--- config.mk ---
export PLATFORM = sky130hd
export DESIGN_NAME = uart_tx_flat
export DESIGN_NICKNAME = d
export VERILOG_FILES = /design/src/rtl/uart_tx_pkg.sv /design/src/rtl/uart_tx_if.sv /design/src/rtl/uart_tx_fifo.sv /design/src/rtl/uart_tx.sv /design/src/flat_wrapper.sv
export SDC_FILE = /design/constraint.sdc
export NUM_CORES = 1
export LEC_CHECK = 0
export ABC_CLOCK_PERIOD_IN_PS = 3400
export BUFFER_PORTS_ARGS = -buffer_cell sky130_fd_sc_hd__buf_2
export CAP_MARGIN = 10
export CORE_MARGIN = 1.5
export CORE_UTILIZATION = 30
export DETAILED_ROUTE_END_ITERATION = 8
export GPL_TIMING_DRIVEN = 0
export SYNTH_ARGS = -nofsm -noshare
export SYNTH_HDL_FRONTEND = slang
export SYNTH_SLANG_ARGS = --single-unit
--- constraint.sdc ---
create_clock -name clk -period 3.4 [get_ports clk]
set_input_delay 0.17 -clock clk [delete_from_list [all_inputs] [get_ports clk]]
set_output_delay 0.17 -clock clk [all_outputs]
set_load 0.01 [all_outputs]
--- src/rtl/uart_tx_pkg.sv ---
// Shared definitions for the UART transmitter slice: FSM state encodings,
// status bit positions, default timing and the per-state line level helper.
package uart_tx_pkg;

  // 50 MHz system clock / 115200 baud
  localparam int CLKS_PER_BIT_DEFAULT = 434;
  localparam int DEPTH_DEFAULT        = 4;
  localparam int DATA_BITS            = 8;
  localparam int US_W                 = 2;

  // Status bit positions inside us[1:0]
  localparam int US_BUSY = 0;
  localparam int US_FULL = 1;

  typedef enum logic [1:0] {
    UART_IDLE  = 2'd0,
    UART_START = 2'd1,
    UART_DATA  = 2'd2,
    UART_STOP  = 2'd3
  } uart_state_t;

  // Serial line level driven while the FSM sits in a given state.
  function automatic logic line_level(input uart_state_t state, input logic data_bit);
    logic level;
    case (state)
      UART_IDLE:  level = 1'b1;
      UART_START: level = 1'b0;
      UART_DATA:  level = data_bit;
      UART_STOP:  level = 1'b1;
      default:    level = 1'b1;
    endcase
    return level;
  endfunction

endpackage

--- src/rtl/uart_tx_if.sv ---
// Register-write style byte port plus status/serial outputs of the transmitter.
// master = CPU/register-file side, slave = transmitter.
interface uart_tx_if;
  import uart_tx_pkg::*;

  logic                 we;
  logic [DATA_BITS-1:0] wd;
  logic [US_W-1:0]      us;
  logic                 txd;

  modport master (output we, output wd, input us, input txd);
  modport slave  (input we, input wd, output us, output txd);
endinterface

--- src/rtl/uart_tx_fifo.sv ---
// Small byte FIFO in front of the serialiser. Head is visible combinationally
// on dout; full is a register so a write on a full edge is always dropped,
// even when a pop happens on the same edge.
module uart_fifo #(
  parameter int DEPTH = 4,
  parameter int WIDTH = 8
) (
  input  logic             clk,
  input  logic             rst,
  input  logic             push,
  input  logic [WIDTH-1:0] din,
  input  logic             pop,
  output logic [WIDTH-1:0] dout,
  output logic             empty,
  output logic             full
);

  localparam int PTR_W = (DEPTH > 1) ? $clog2(DEPTH) : 1;
  localparam int CNT_W = $clog2(DEPTH) + 1;

  logic [WIDTH-1:0] mem_r [DEPTH];
  logic [PTR_W-1:0] wr_ptr_r;
  logic [PTR_W-1:0] rd_ptr_r;
  logic [CNT_W-1:0] count_r;
  logic [CNT_W-1:0] count_next_s;
  logic             full_r;
  logic             push_ok_s;
  logic             pop_ok_s;

  assign empty     = (count_r == CNT_W'(0));
  assign full      = full_r;
  assign dout      = mem_r[rd_ptr_r];
  assign push_ok_s = push & ~full_r;
  assign pop_ok_s  = pop & ~empty;

  // Occupancy after this edge; simultaneous push and pop leave it unchanged.
  always_comb begin
    count_next_s = count_r;
    case ({push_ok_s, pop_ok_s})
      2'b10:   count_next_s = count_r + CNT_W'(1);
      2'b01:   count_next_s = count_r - CNT_W'(1);
      default: count_next_s = count_r;
    endcase
  end

  // Pointers, occupancy and registered full flag; pointers wrap modulo DEPTH.
  always_ff @(posedge clk) begin
    if (rst) begin
      wr_ptr_r <= PTR_W'(0);
      rd_ptr_r <= PTR_W'(0);
      count_r  <= CNT_W'(0);
      full_r   <= 1'b0;
    end else begin
      if (push_ok_s) wr_ptr_r <= wr_ptr_r + PTR_W'(1);
      if (pop_ok_s)  rd_ptr_r <= rd_ptr_r + PTR_W'(1);
      count_r <= count_next_s;
      full_r  <= (count_next_s == CNT_W'(DEPTH));
    end
  end

  // Storage array; contents need no reset because occupancy gates every read.
  always_ff @(posedge clk) begin
    if (push_ok_s) mem_r[wr_ptr_r] <= din;
  end

endmodule

--- src/rtl/uart_tx.sv ---
// CPU-side 8N1 UART transmitter. Bytes written on we/wd are queued in
// uart_fifo and shifted out LSB first on txd. us[1] = FIFO full,
// us[0] = busy (FIFO non-empty or frame in progress). txd and busy are
// registered from the pre-edge FSM state, so txd falls two edges after a
// write into an idle, empty transmitter.
module uart_tx
  import uart_tx_pkg::*;
#(
  parameter int CLKS_PER_BIT = CLKS_PER_BIT_DEFAULT,
  parameter int DEPTH        = DEPTH_DEFAULT
) (
  input  logic       clk,
  input  logic       rst,
  uart_tx_if.slave   bus
);

  localparam int BAUD_W = $clog2(CLKS_PER_BIT);
  localparam logic [BAUD_W-1:0] BAUD_LAST = BAUD_W'(CLKS_PER_BIT - 1);
  localparam logic [2:0]        BIT_LAST  = 3'(DATA_BITS - 1);

  uart_state_t          state_r;
  uart_state_t          state_next_s;
  logic [BAUD_W-1:0]    baud_r;
  logic [2:0]           bit_idx_r;
  logic [DATA_BITS-1:0] shift_r;
  logic                 txd_r;
  logic                 busy_r;
  logic                 pop_s;
  logic                 bit_done_s;
  logic [DATA_BITS-1:0] fifo_dout_s;
  logic                 fifo_empty_s;
  logic                 fifo_full_s;
  logic [US_W-1:0]      us_s;

  uart_fifo #(
    .DEPTH (DEPTH),
    .WIDTH (DATA_BITS)
  ) u_fifo (
    .clk   (clk),
    .rst   (rst),
    .push  (bus.we),
    .din   (bus.wd),
    .pop   (pop_s),
    .dout  (fifo_dout_s),
    .empty (fifo_empty_s),
    .full  (fifo_full_s)
  );

  assign bit_done_s = (baud_r == BAUD_LAST);

  // Next-state and pop decision; STOP chains straight into START when data waits.
  always_comb begin
    state_next_s = state_r;
    pop_s        = 1'b0;
    case (state_r)
      UART_IDLE: begin
        if (!fifo_empty_s) begin
          pop_s        = 1'b1;
          state_next_s = UART_START;
        end else begin
          state_next_s = UART_IDLE;
        end
      end
      UART_START: begin
        if (bit_done_s) state_next_s = UART_DATA;
        else            state_next_s = UART_START;
      end
      UART_DATA: begin
        if (bit_done_s && (bit_idx_r == BIT_LAST)) state_next_s = UART_STOP;
        else                                       state_next_s = UART_DATA;
      end
      UART_STOP: begin
        if (bit_done_s && !fifo_empty_s) begin
          pop_s        = 1'b1;
          state_next_s = UART_START;
        end else if (bit_done_s) begin
          state_next_s = UART_IDLE;
        end else begin
          state_next_s = UART_STOP;
        end
      end
      default: begin
        state_next_s = UART_IDLE;
      end
    endcase
  end

  // FSM state register.
  always_ff @(posedge clk) begin
    if (rst) state_r <= UART_IDLE;
    else     state_r <= state_next_s;
  end

  // Baud counter, bit index and shifter; everything restarts when a byte is popped.
  always_ff @(posedge clk) begin
    if (rst) begin
      baud_r    <= BAUD_W'(0);
      bit_idx_r <= 3'd0;
      shift_r   <= DATA_BITS'(0);
    end else if (pop_s) begin
      baud_r    <= BAUD_W'(0);
      bit_idx_r <= 3'd0;
      shift_r   <= fifo_dout_s;
    end else if (state_r == UART_IDLE) begin
      baud_r    <= BAUD_W'(0);
    end else if (bit_done_s) begin
      baud_r    <= BAUD_W'(0);
      if (state_r == UART_DATA) begin
        shift_r   <= {1'b0, shift_r[DATA_BITS-1:1]};
        bit_idx_r <= bit_idx_r + 3'd1;
      end
    end else begin
      baud_r    <= baud_r + BAUD_W'(1);
    end
  end

  // Registered line and busy flag, taken from the pre-edge FSM/FIFO state.
  always_ff @(posedge clk) begin
    if (rst) begin
      txd_r  <= 1'b1;
      busy_r <= 1'b0;
    end else begin
      txd_r  <= line_level(state_r, shift_r[0]);
      busy_r <= !fifo_empty_s || (state_r != UART_IDLE);
    end
  end

  // Pack the status word from the two registered flags.
  always_comb begin
    us_s          = 2'b00;
    us_s[US_BUSY] = busy_r;
    us_s[US_FULL] = fifo_full_s;
  end

  assign bus.us  = us_s;
  assign bus.txd = txd_r;

endmodule
--- src/flat_wrapper.sv ---
// flat-port wrapper written by rule: the top's interface ports become plain ports
module uart_tx_flat import uart_tx_pkg::*;
#(
  parameter int CLKS_PER_BIT = CLKS_PER_BIT_DEFAULT,
  parameter int DEPTH        = DEPTH_DEFAULT
)
  (clk, rst, bus_we, bus_wd, bus_us, bus_txd);
  uart_tx_if bus_i ();
  input  logic clk;
  input  logic rst;
  input wire logic [$bits(bus_i.we)-1:0] bus_we;
  input wire logic [$bits(bus_i.wd)-1:0] bus_wd;
  output wire logic [$bits(bus_i.us)-1:0] bus_us;
  output wire logic [$bits(bus_i.txd)-1:0] bus_txd;
  assign bus_i.we = bus_we;
  assign bus_i.wd = bus_wd;
  assign bus_us = bus_i.us;
  assign bus_txd = bus_i.txd;
  uart_tx #(.CLKS_PER_BIT(CLKS_PER_BIT), .DEPTH(DEPTH)) u_core (.clk(clk), .rst(rst), .bus(bus_i));
endmodule
== Yosys cells after proc, flatten, opt, wreduce, memory -nomap -nowiden ==
Memories as Yosys holds them, arrays and structs flattened. A register that Yosys moved wholly into a read port is not among the register bits.
Cells that the tools add are included.

* Logic and storage cells: 64
* Bits in writable memories: 32
* Latch bits: 0
* Output and inout port bits: 3
* Memory bits (read-only): 0
* Flip-flop bits (word level): 32
* Memories: 1

* Bitwise operators: 5
* Multipliers: 0
* Order comparisons: 0
* Eq/ne operators: 9
* Divide/modulo/power cells: 0
* Reduce and logical (&&, ||, !) cells: 14
* Mux-type cells: 19
* Shifts and indexed selects: 0
* Add/sub/neg operators: 6

{| class="wikitable"
|+ Memories
! memory !! words !! bits a word !! rd ports !! clocked after memory_dff !! wr ports !! line !! source
|-
| u_core.u_fifo.mem_r || 4 || 8 || 1 || 1 || 1 || uart_tx_fifo.sv:21 || <nowiki>logic [WIDTH-1:0] mem_r [DEPTH];</nowiki>
|}

{| class="wikitable"
|+ Operators by type and width
! cell !! number
|-
| 2-to-1 mux 8 bit || 4
|-
| 2-to-1 mux 2 bit || 5
|-
| adder 9 x 1 -> 9 bit, second input constant || 1
|-
| == test 9 bit, second input constant || 1
|-
| one-hot mux 2 bit (4 select lines) || 1
|-
| adder 3 x 1 -> 3 bit, second input constant || 2
|-
| == test 2 bit, second input constant || 3
|-
| == test 3 bit, second input constant || 2
|-
| 2-to-1 mux 1 bit || 6
|-
| one-hot mux 3 bit (2 select lines) || 1
|-
| AND reduction 3 bit || 2
|-
| nonzero test 2 bit || 3
|-
| adder 2 x 1 -> 2 bit, second input constant || 2
|-
| == test 2 x 1 -> 1 bit, second input constant || 2
|-
| OR reduction 2 bit || 2
|-
| OR reduction 4 bit || 1
|-
| logical NOT 3 bit || 1
|-
| inverter 1 bit || 3
|-
| one-hot mux 1 bit (3 select lines) || 1
|-
| subtractor 3 x 1 -> 3 bit, second input constant || 1
|-
| AND 1 bit || 2
|-
| logical AND 1 bit || 2
|-
| logical NOT 2 bit || 1
|-
| inequality test 2 bit, second input constant || 1
|-
| 3 further kinds || 3
|}

== Logic depth before layout (Yosys ltp) ==
Gate-level depths: netlist of the first run.

* Depth in word-level cells: 9
* Gate-level depth with buffers: 11
* Mapped depth without buffers: 11

== Modules after synthesis ==
Synthesis of the first run repeated with hierarchy kept, for this count alone.

* Cells, all modules: 220
* Area, all modules: 2849.0 um^2

{| class="wikitable"
|+ By module, submodules not included
! module !! area an instance (um^2) !! seq. area each (um^2) !! cells each !! times used
|-
| uart_fifo || 1667.8 || 1161.1 || 98 || 1
|-
| uart_tx || 1181.1 || 480.5 || 122 || 1
|}

== Worst setup path after synthesis of the first run ==
No wires, ideal clock.

* Path kind: reg2reg
* Start: reg u_core.baud_r[1]
* End: reg u_core.u_fifo.full_r, in the netlist u_core.u_fifo.full
* Data required time: 3.335 ns
* Stages on the path, launching flop included: 12
* Slack: 0.802 ns
* Path buffers: 0
* Clock period less this slack: 2.598 ns
* Arrival: 2.533 ns
* Cells stage by stage: dfxtp_1 > inv_1 > ha_1 > and4b_1 > a21oi_1 > nor2_1 > ha_1 > fa_1 > xnor2_1 > or3_1 > a21oi_1 > nor2b_1

* Longest elaborated chain between the ends: 8

{| class="wikitable"
|+ Ends and longest elaborated chain
! what !! line !! source
|-
| from (decl) || uart_tx.sv:23 || <nowiki>logic [BAUD_W-1:0] baud_r;</nowiki>
|-
| from (signal assigned) || uart_tx.sv:113 || <nowiki>baud_r <= baud_r + BAUD_W'(1);</nowiki>
|-
| == test 9 bit (*) || uart_tx.sv:49 || <nowiki>assign bit_done_s = (baud_r == BAUD_LAST);</nowiki>
|-
| logical AND 1 bit (*) || uart_tx.sv:73 || <nowiki>if (bit_done_s && !fifo_empty_s) begin</nowiki>
|-
| 2-to-1 mux 1 bit (*) || uart_tx.sv:73 ||
|-
| one-hot mux 1 bit (2 select lines) (*) || uart_tx.sv:55 || <nowiki>case (state_r)</nowiki>
|-
| AND 1 bit (*) || uart_tx_fifo.sv:34 || <nowiki>assign pop_ok_s = pop & ~empty;</nowiki>
|-
| == test 2 x 1 -> 1 bit or == test 2 bit (tied branches) || uart_tx_fifo.sv:39 || <nowiki>case ({push_ok_s, pop_ok_s})</nowiki>
|-
| one-hot mux 3 bit (2 select lines) (*) || uart_tx_fifo.sv:39 ||
|-
| == test 3 bit (*) || uart_tx_fifo.sv:57 || <nowiki>full_r <= (count_next_s == CNT_W'(DEPTH));</nowiki>
|-
| to (signal assigned) || uart_tx_fifo.sv:57 ||
|-
| to (decl) || uart_tx_fifo.sv:26 || <nowiki>logic full_r;</nowiki>
|}

Mark *: on every way between the ends. The rest lies on a longest branch, timed or not.
A chain may end at the register's enable or synchronous reset.

== Final worst setup path of the first run ==
Ends and elaborated chain as after synthesis.

==> results by group, run 1 <==
Worst setup path
  • CP Class: flip-flop to flip-flop
  • CP Max Fanout: 7
  • Worst Path Buf+Inv: 1
  • CP Cell Sequence: inv_1 -> ha_1 -> and4b_1 -> a21oi_1 -> nor2_1 -> ha_1 -> fa_1 -> xnor2_1 -> or3_1 -> a21oi_1 -> nor2b_1
  • Worst path arrival time: 3.19 ns
  • CP max stage delay: 0.44 ns
  • CP delay by family, top: adder cells
  • CP max-delay cell: fa_1
  • Critical Path RT: 3.68 ns
  • CP Capture Type: flip-flop
  • Worst setup SP type: flip-flop

Layout
  • Synth-to-layout area growth: 14.3%
  • N_diodes: 0
  • Most common cell after layout, fill and taps aside: dfxtp_1
  • Fill count: 967
  • Share of cells above drive strength 1: 19.6%
  • Most frequent cells in the layout: dfxtp_1 (34), edfxtp_1 (32), nor2_1 (23)
  • Non-Filler Instances: 389
  • Nets: 281

STA
  • Clock skew: 0.0108 ns
  • Final worst slack: 0.497 ns
  • Tcrit/Tclk final: 85.4%
  • Max Clk Rate: 0.345 GHz
  • Final min period: 2.90 ns
  • Worst-margin pin slew: 0.583 ns
  • Max_slew headroom: 60.9%
  • Final hold violations: 0
  • Final setup TNS: 0 ns
  • Final Slew Violations: 0
  • RSZ-0062 raised after global routing: no
  • Setup Viol. Count Final: 0

Logic synthesis
  • Synth warnings: 0
  • FF+latch count, synth: 66
  • Most area-hungry cell type in the Yosys netlist: edfxtp_1
  • Netlist area before placement: 0.00289 mm²
  • Netlist cell types: 46
  • Synthesized instance count: 231
  • Synth area leaders: edfxtp_1 (33%), dfxtp_1 (24%), mux4_2 (6.2%)
  • Post-synthesis sequential area ratio: 56.9%
  • Post-Syn Area per Cell: 12.5 µm²
  • Syn nets: 257
  • Yosys top cell area share: 33.3%

Place
  • DP Worst Slack: 0.491 ns
  • RD Place Congestion: 0.740
  • Placed cell count: 373
  • Buffers on Ports: 13
  • Detailed-placement wirelength estimate: 3.51 mm

CTS
  • CTS Buf Count: 9
  • Clock sinks: 66
  • CTS hold repair buffers: 0
  • Clk_lat worst skew: 0.35 ns
  • CTS tree: done
  • H-Tree Depth: 3
  • Root Buffer: clkbuf_8
  • Post-CTS Resized: 0
  • CTS max path bufs: 2
  • Postcts setup bufs: 0
  • Worst-path clk slew: 0.08 ns

Outcome
  • Status: finished clean

Global route
  • Vias in the first global route: 1831
  • GR Util All Layers: 11.3%
  • Initial antenna violation count: 0
  • Grt ovf: 0
  • Largest net degree at the start of global routing: 15
  • First-pass GRT wire length: 8.78 mm

Floorplan
  • DIE AREA: 0.0102 mm²
  • Core box area: 0.00928 mm²
  • Core Rows: 35
  • Initial Util: 31.1%
  • Die Ht: 101 µm
  • Die width: 101 µm
  • I/O pin total: 14

Pwr
  • Leak Pwr: 1.16 nW
  • Maximum VDD drop: 294 µV
  • Pwr dens: 718 mW/mm²

Job
  • Number of max-cap violations: 0

Detailed routing
  • Via count: 1790
  • First-pass DRT Iterations: 4
  • Post-DRT Antenna Nets: 0
  • Vias/cell: 4.60
  • Routed WL: 5.03 mm
  • Wire length per cell: 12.9 µm
  • Post-route DRC: 0
  • DR iter-0 viols: 109

Min path
  • Hold Path Class: input port to flip-flop
## flip-flops by register name, summed over array words and instances, names as in the netlist, named ones only
register / flops
u_core.bit_idx_r: 3
u_core.bus.txd: 1
u_core.u_fifo.wr_ptr_r: 2
u_core.state_r: 2
u_core.u_fifo.full: 1
u_core.busy_r: 1
u_core.u_fifo.mem_r: 32
u_core.u_fifo.count_r: 3
u_core.shift_r: 8
u_core.u_fifo.rd_ptr_r: 2
u_core.baud_r: 9
## cell families (layout without fill, tap and decap cells)
family	count (synthesis)	count (layout)	share of synthesized area (%)
AOI/OAI and AO/OA	35	35	8.97
xor gates and xnor gates	11	11	3.34
adders and majority gates	15	15	6.76
buffers and inverters	20	49	3.16
DFF	66	66	56.9
muxes	12	12	7.63
and+or+nand+nor	72	72	13.3
## synthesized netlist by cell type, drive strengths merged
library cell / count
o21ba: 1
xnor2: 8
and4bb: 1
nand4bb: 1
dfxtp: 34
inv: 13
a21boi: 1
edfxtp: 32
nand2b: 1
o31ai: 2
nor2b: 4
o21ai: 9
a21o: 1
a221oi: 2
a211o: 1
ha: 14
nor3: 7
and2: 5
a2111oi: 1
nand4: 1
o32ai: 1
a31o: 2
nand2: 4
or2: 1
o21bai: 1
mux4: 8
nand3: 15
a22oi: 1
a211oi: 3
or3: 5
xor2: 3
nor2: 23
and3: 2
buf: 4
clkbuf: 3
mux2i: 4
a311oi: 1
nand4b: 1
a21oi: 7
and4b: 1
fa: 1
a32o: 1
## worst reg2reg max path, stage by stage, from the launching register on
cell     delay (ns)
dfxtp_1        0.38
inv_1          0.06
ha_1           0.19
and4b_1        0.25
a21oi_1        0.29
nor2_1         0.20
ha_1           0.29
fa_1           0.44
xnor2_1        0.14
or3_1          0.30
a21oi_1        0.18
nor2b_1        0.14
## layout make-up
cell class	count	area [µm²]	area share, %
sequential	66	1640	49.8
multi-input combinational	145	1150	35.0
tap	129	161	4.89
clock buffer	9	124	3.75
timing repair buffer	13	65.1	1.97
clock inverter	7	62.6	1.90
inverter	13	48.8	1.48
buffer	7	42.5	1.29
## per-stage QoR
step	total power [mW]	instance area [µm²]	hold WS, ns	util (%)
2_1_floorplan	1.60	2890	0.269	-
3_3_place_gp	1.76	3110	0.383	33.5
3_5_place_dp	1.78	3110	0.389	33.5
4_1_cts	2.40	3300	0.0223	35.5
5_1_grt	2.54	3300	0.0211	35.5
6_report	2.37	3300	0.0336	35.5
## power breakdown
| part | total, mW | leakage [nW] | internal [mW] | switching [mW] |
|---|---|---|---|---|
| registers | 1.05 | 0.571 | 0.975 | 0.0716 |
| clock network | 0.616 | 0.0919 | 0.277 | 0.339 |
| logic | 0.708 | 0.498 | 0.308 | 0.400 |
| total | 2.37 | 1.16 | 1.56 | 0.810 |
## worst paths after layout
kind,startpoint,depth (start not counted),endpoint,slack (ns)
setup / recovery,u_core.baud_r[1],11,u_core.u_fifo.full,0.50
hold / removal,bus_wd[1],1,u_core.u_fifo.mem_r[1][1],0.03
setup reg to reg,u_core.baud_r[1],11,u_core.u_fifo.full,0.50
hold reg to reg,u_core.shift_r[0],2,u_core.shift_r[0],0.49
## metal layers
layer	global-route usage (%)	share of wire [%]	routed length (µm)
met3	3.19	3.0	149
met1	13.7	46	2330
met2	18.7	49	2440
met4	5.13	2.1	104
met5	0	0	0
Note: power is estimated with default switching activity, not from simulation.
==> inputs of run 2 (changes only) <==
--- a/config.mk
+++ b/config.mk
@@ -8,10 +8,13 @@
 export ABC_CLOCK_PERIOD_IN_PS = 3400
 export BUFFER_PORTS_ARGS = -buffer_cell sky130_fd_sc_hd__buf_2
 export CAP_MARGIN = 10
+export CELL_PAD_IN_SITES_DETAIL_PLACEMENT = 1
+export CELL_PAD_IN_SITES_GLOBAL_PLACEMENT = 2
 export CORE_MARGIN = 1.5
 export CORE_UTILIZATION = 30
 export DETAILED_ROUTE_END_ITERATION = 8
 export GPL_TIMING_DRIVEN = 0
+export PLACE_DENSITY_LB_ADDON = 0.1
 export SYNTH_ARGS = -nofsm -noshare
 export SYNTH_HDL_FRONTEND = slang
 export SYNTH_SLANG_ARGS = --single-unit
==> run 2 against run 1 <==
Largest cell class unchanged. Critical endpoint unchanged. Via count increased by 0.22%. Combinational power increased by 2%. Clock skew increased by 0.0029 ns. Wire length increased by 15%.
==> results by group, run 2 (same netlist as run 1, synthesis figures left out) <==
Floorplan
  • Die Ht: 101 µm
  • Initial Util: 31.1%
  • Core box area: 0.00928 mm²
  • I/O pin total: 14
  • Core Rows: 35
  • Die width: 101 µm
  • DIE AREA: 0.0102 mm²

Worst setup path
  • CP Capture Type: flip-flop
  • Critical Path RT: 3.68 ns
  • Crit path depth: 11
  • Worst path arrival time: 3.30 ns
  • CP Max Fanout: 7
  • Worst r2r path cells: 11
  • Worst setup SP type: flip-flop
  • CP max-delay cell: fa_1
  • Reg2reg end: u_core.u_fifo.full
  • CP Class: flip-flop to flip-flop
  • R2r startpoint: u_core.baud_r[1]
  • CP max stage delay: 0.44 ns
  • CP delay by family, top: simple AND/OR/NAND/NOR gates
  • CP Cell Sequence: inv_1 -> ha_1 -> and4b_1 -> a21oi_1 -> nor2_1 -> ha_1 -> fa_1 -> xnor2_1 -> or3_1 -> a21oi_1 -> nor2b_1
  • R2r setup slk: 0.38 ns
  • Worst Path Buf+Inv: 1

CTS
  • Worst-path clk slew: 0.09 ns
  • CTS Buf Count: 9
  • Postcts setup bufs: 0
  • CTS tree: done
  • Root Buffer: clkbuf_8
  • Post-CTS Resized: 0
  • CTS hold repair buffers: 0
  • CTS max path bufs: 2
  • Clock sinks: 66
  • Clk_lat worst skew: 0.35 ns
  • H-Tree Depth: 3

Pwr
  • Leak Pwr: 1.18 nW
  • Pwr dens: 755 mW/mm²
  • Overall power: 2.52 mW
  • Maximum VDD drop: 323 µV

Layout
  • Share of cells above drive strength 1: 19.6%
  • Most frequent cells in the layout: dfxtp_1 (34), edfxtp_1 (32), nor2_1 (23)
  • N_diodes: 0
  • Largest Register: u_core.u_fifo.mem_r
  • Biggest regs: u_core.u_fifo.mem_r x32, u_core.baud_r x9, u_core.shift_r x8
  • Max reg flops: 32
  • Nets: 281
  • Synth-to-layout area growth: 15.6%
  • Most common cell after layout, fill and taps aside: dfxtp_1
  • Fin area: 0.00334 mm²

Place
  • Detailed-placement wirelength estimate: 4.16 mm
  • DP Worst Slack: 0.365 ns
  • Buffers on Ports: 13
  • DP Area: 0.00311 mm²
  • RD Place Congestion: 0.673

Global route
  • First-pass GRT wire length: 9.82 mm
  • Vias in the first global route: 1855
  • GR Util All Layers: 13.0%
  • Initial antenna violation count: 0
  • Largest net degree at the start of global routing: 14
  • Grt ovf: 0

Min path
  • Hold Path End: u_core.u_fifo.mem_r[2][2]
  • Hold Path Origin: bus_wd[2]
  • Hold Crit Depth: 1
  • Hold Path Class: input port to flip-flop

STA
  • Final Slew Violations: 0
  • Clock skew: 0.0137 ns
  • Max_slew headroom: 60.1%
  • Setup Viol. Count Final: 0
  • Tcrit/Tclk final: 88.9%
  • Final setup TNS: 0 ns
  • Worst-margin pin slew: 0.594 ns
  • Tightest hold margin: 0.0279 ns
  • Max Clk Rate: 0.331 GHz
  • Final worst slack: 0.377 ns
  • RSZ-0062 raised after global routing: no
  • Final hold violations: 0
  • Final min period: 3.02 ns

Detailed routing
  • Post-route DRC: 0
  • DR iter-0 viols: 54
  • First-pass DRT Iterations: 4
  • Via count: 1794
  • Wire length per cell: 14.9 µm
  • Post-DRT Antenna Nets: 0
  • Vias/cell: 4.61
  • Routed WL: 5.80 mm

Job
  • Number of max-cap violations: 0

Outcome
  • Status: finished clean
## run 2: stage by stage
stage          cells  utilization [%]
2_1_floorplan    231                -
4_1_cts          389             35.9
6_report         389             35.9
3_5_place_dp     373             33.5
5_1_grt          389             35.9
3_3_place_gp     373             33.5
## run 2: worst max-delay path by stage
stage / start / to
final: u_core.baud_r[1] / u_core.u_fifo.full
after global routing: u_core.baud_r[1] / u_core.u_fifo.full
after CTS: u_core.baud_r[1] / u_core.u_fifo.full
after detailed placement: u_core.baud_r[1] / u_core.u_fifo.full
after global placement: u_core.baud_r[1] / u_core.u_fifo.full
after floorplan: u_core.baud_r[1] / u_core.u_fifo.full
## run 2: layout make-up
cell class,instances,area (µm²)
sequential,66,1640
timing repair buffer,13,65.1
tap,129,161
buffer,7,42.5
clock buffer,9,124
clock inverter,7,100
inverter,13,48.8
fill,1037,5950
multi-input combinational,145,1150
## run 2: power breakdown
group / internal, mW / switching (mW) / leakage, nW
combinational: 0.308 / 0.416 / 0.498
clock: 0.419 / 0.326 / 0.114
sequential: 0.975 / 0.0760 / 0.571
total: 1.70 / 0.817 / 1.18
## run 2: routing by layer
| layer | vias to the layer above | share of wire (%) | global-route usage (%) | wire length [µm] |
|---|---|---|---|---|
| met1 | 868 | 47 | 16.3 | 2710 |
| met4 | 0 | 1.7 | 4.81 | 99 |
| met2 | 19 | 49 | 21.3 | 2840 |
| met5 | - | 0 | 0 | 0 |
| met3 | 10 | 2.6 | 3.61 | 150 |
| li1 | 897 | - | - | - |
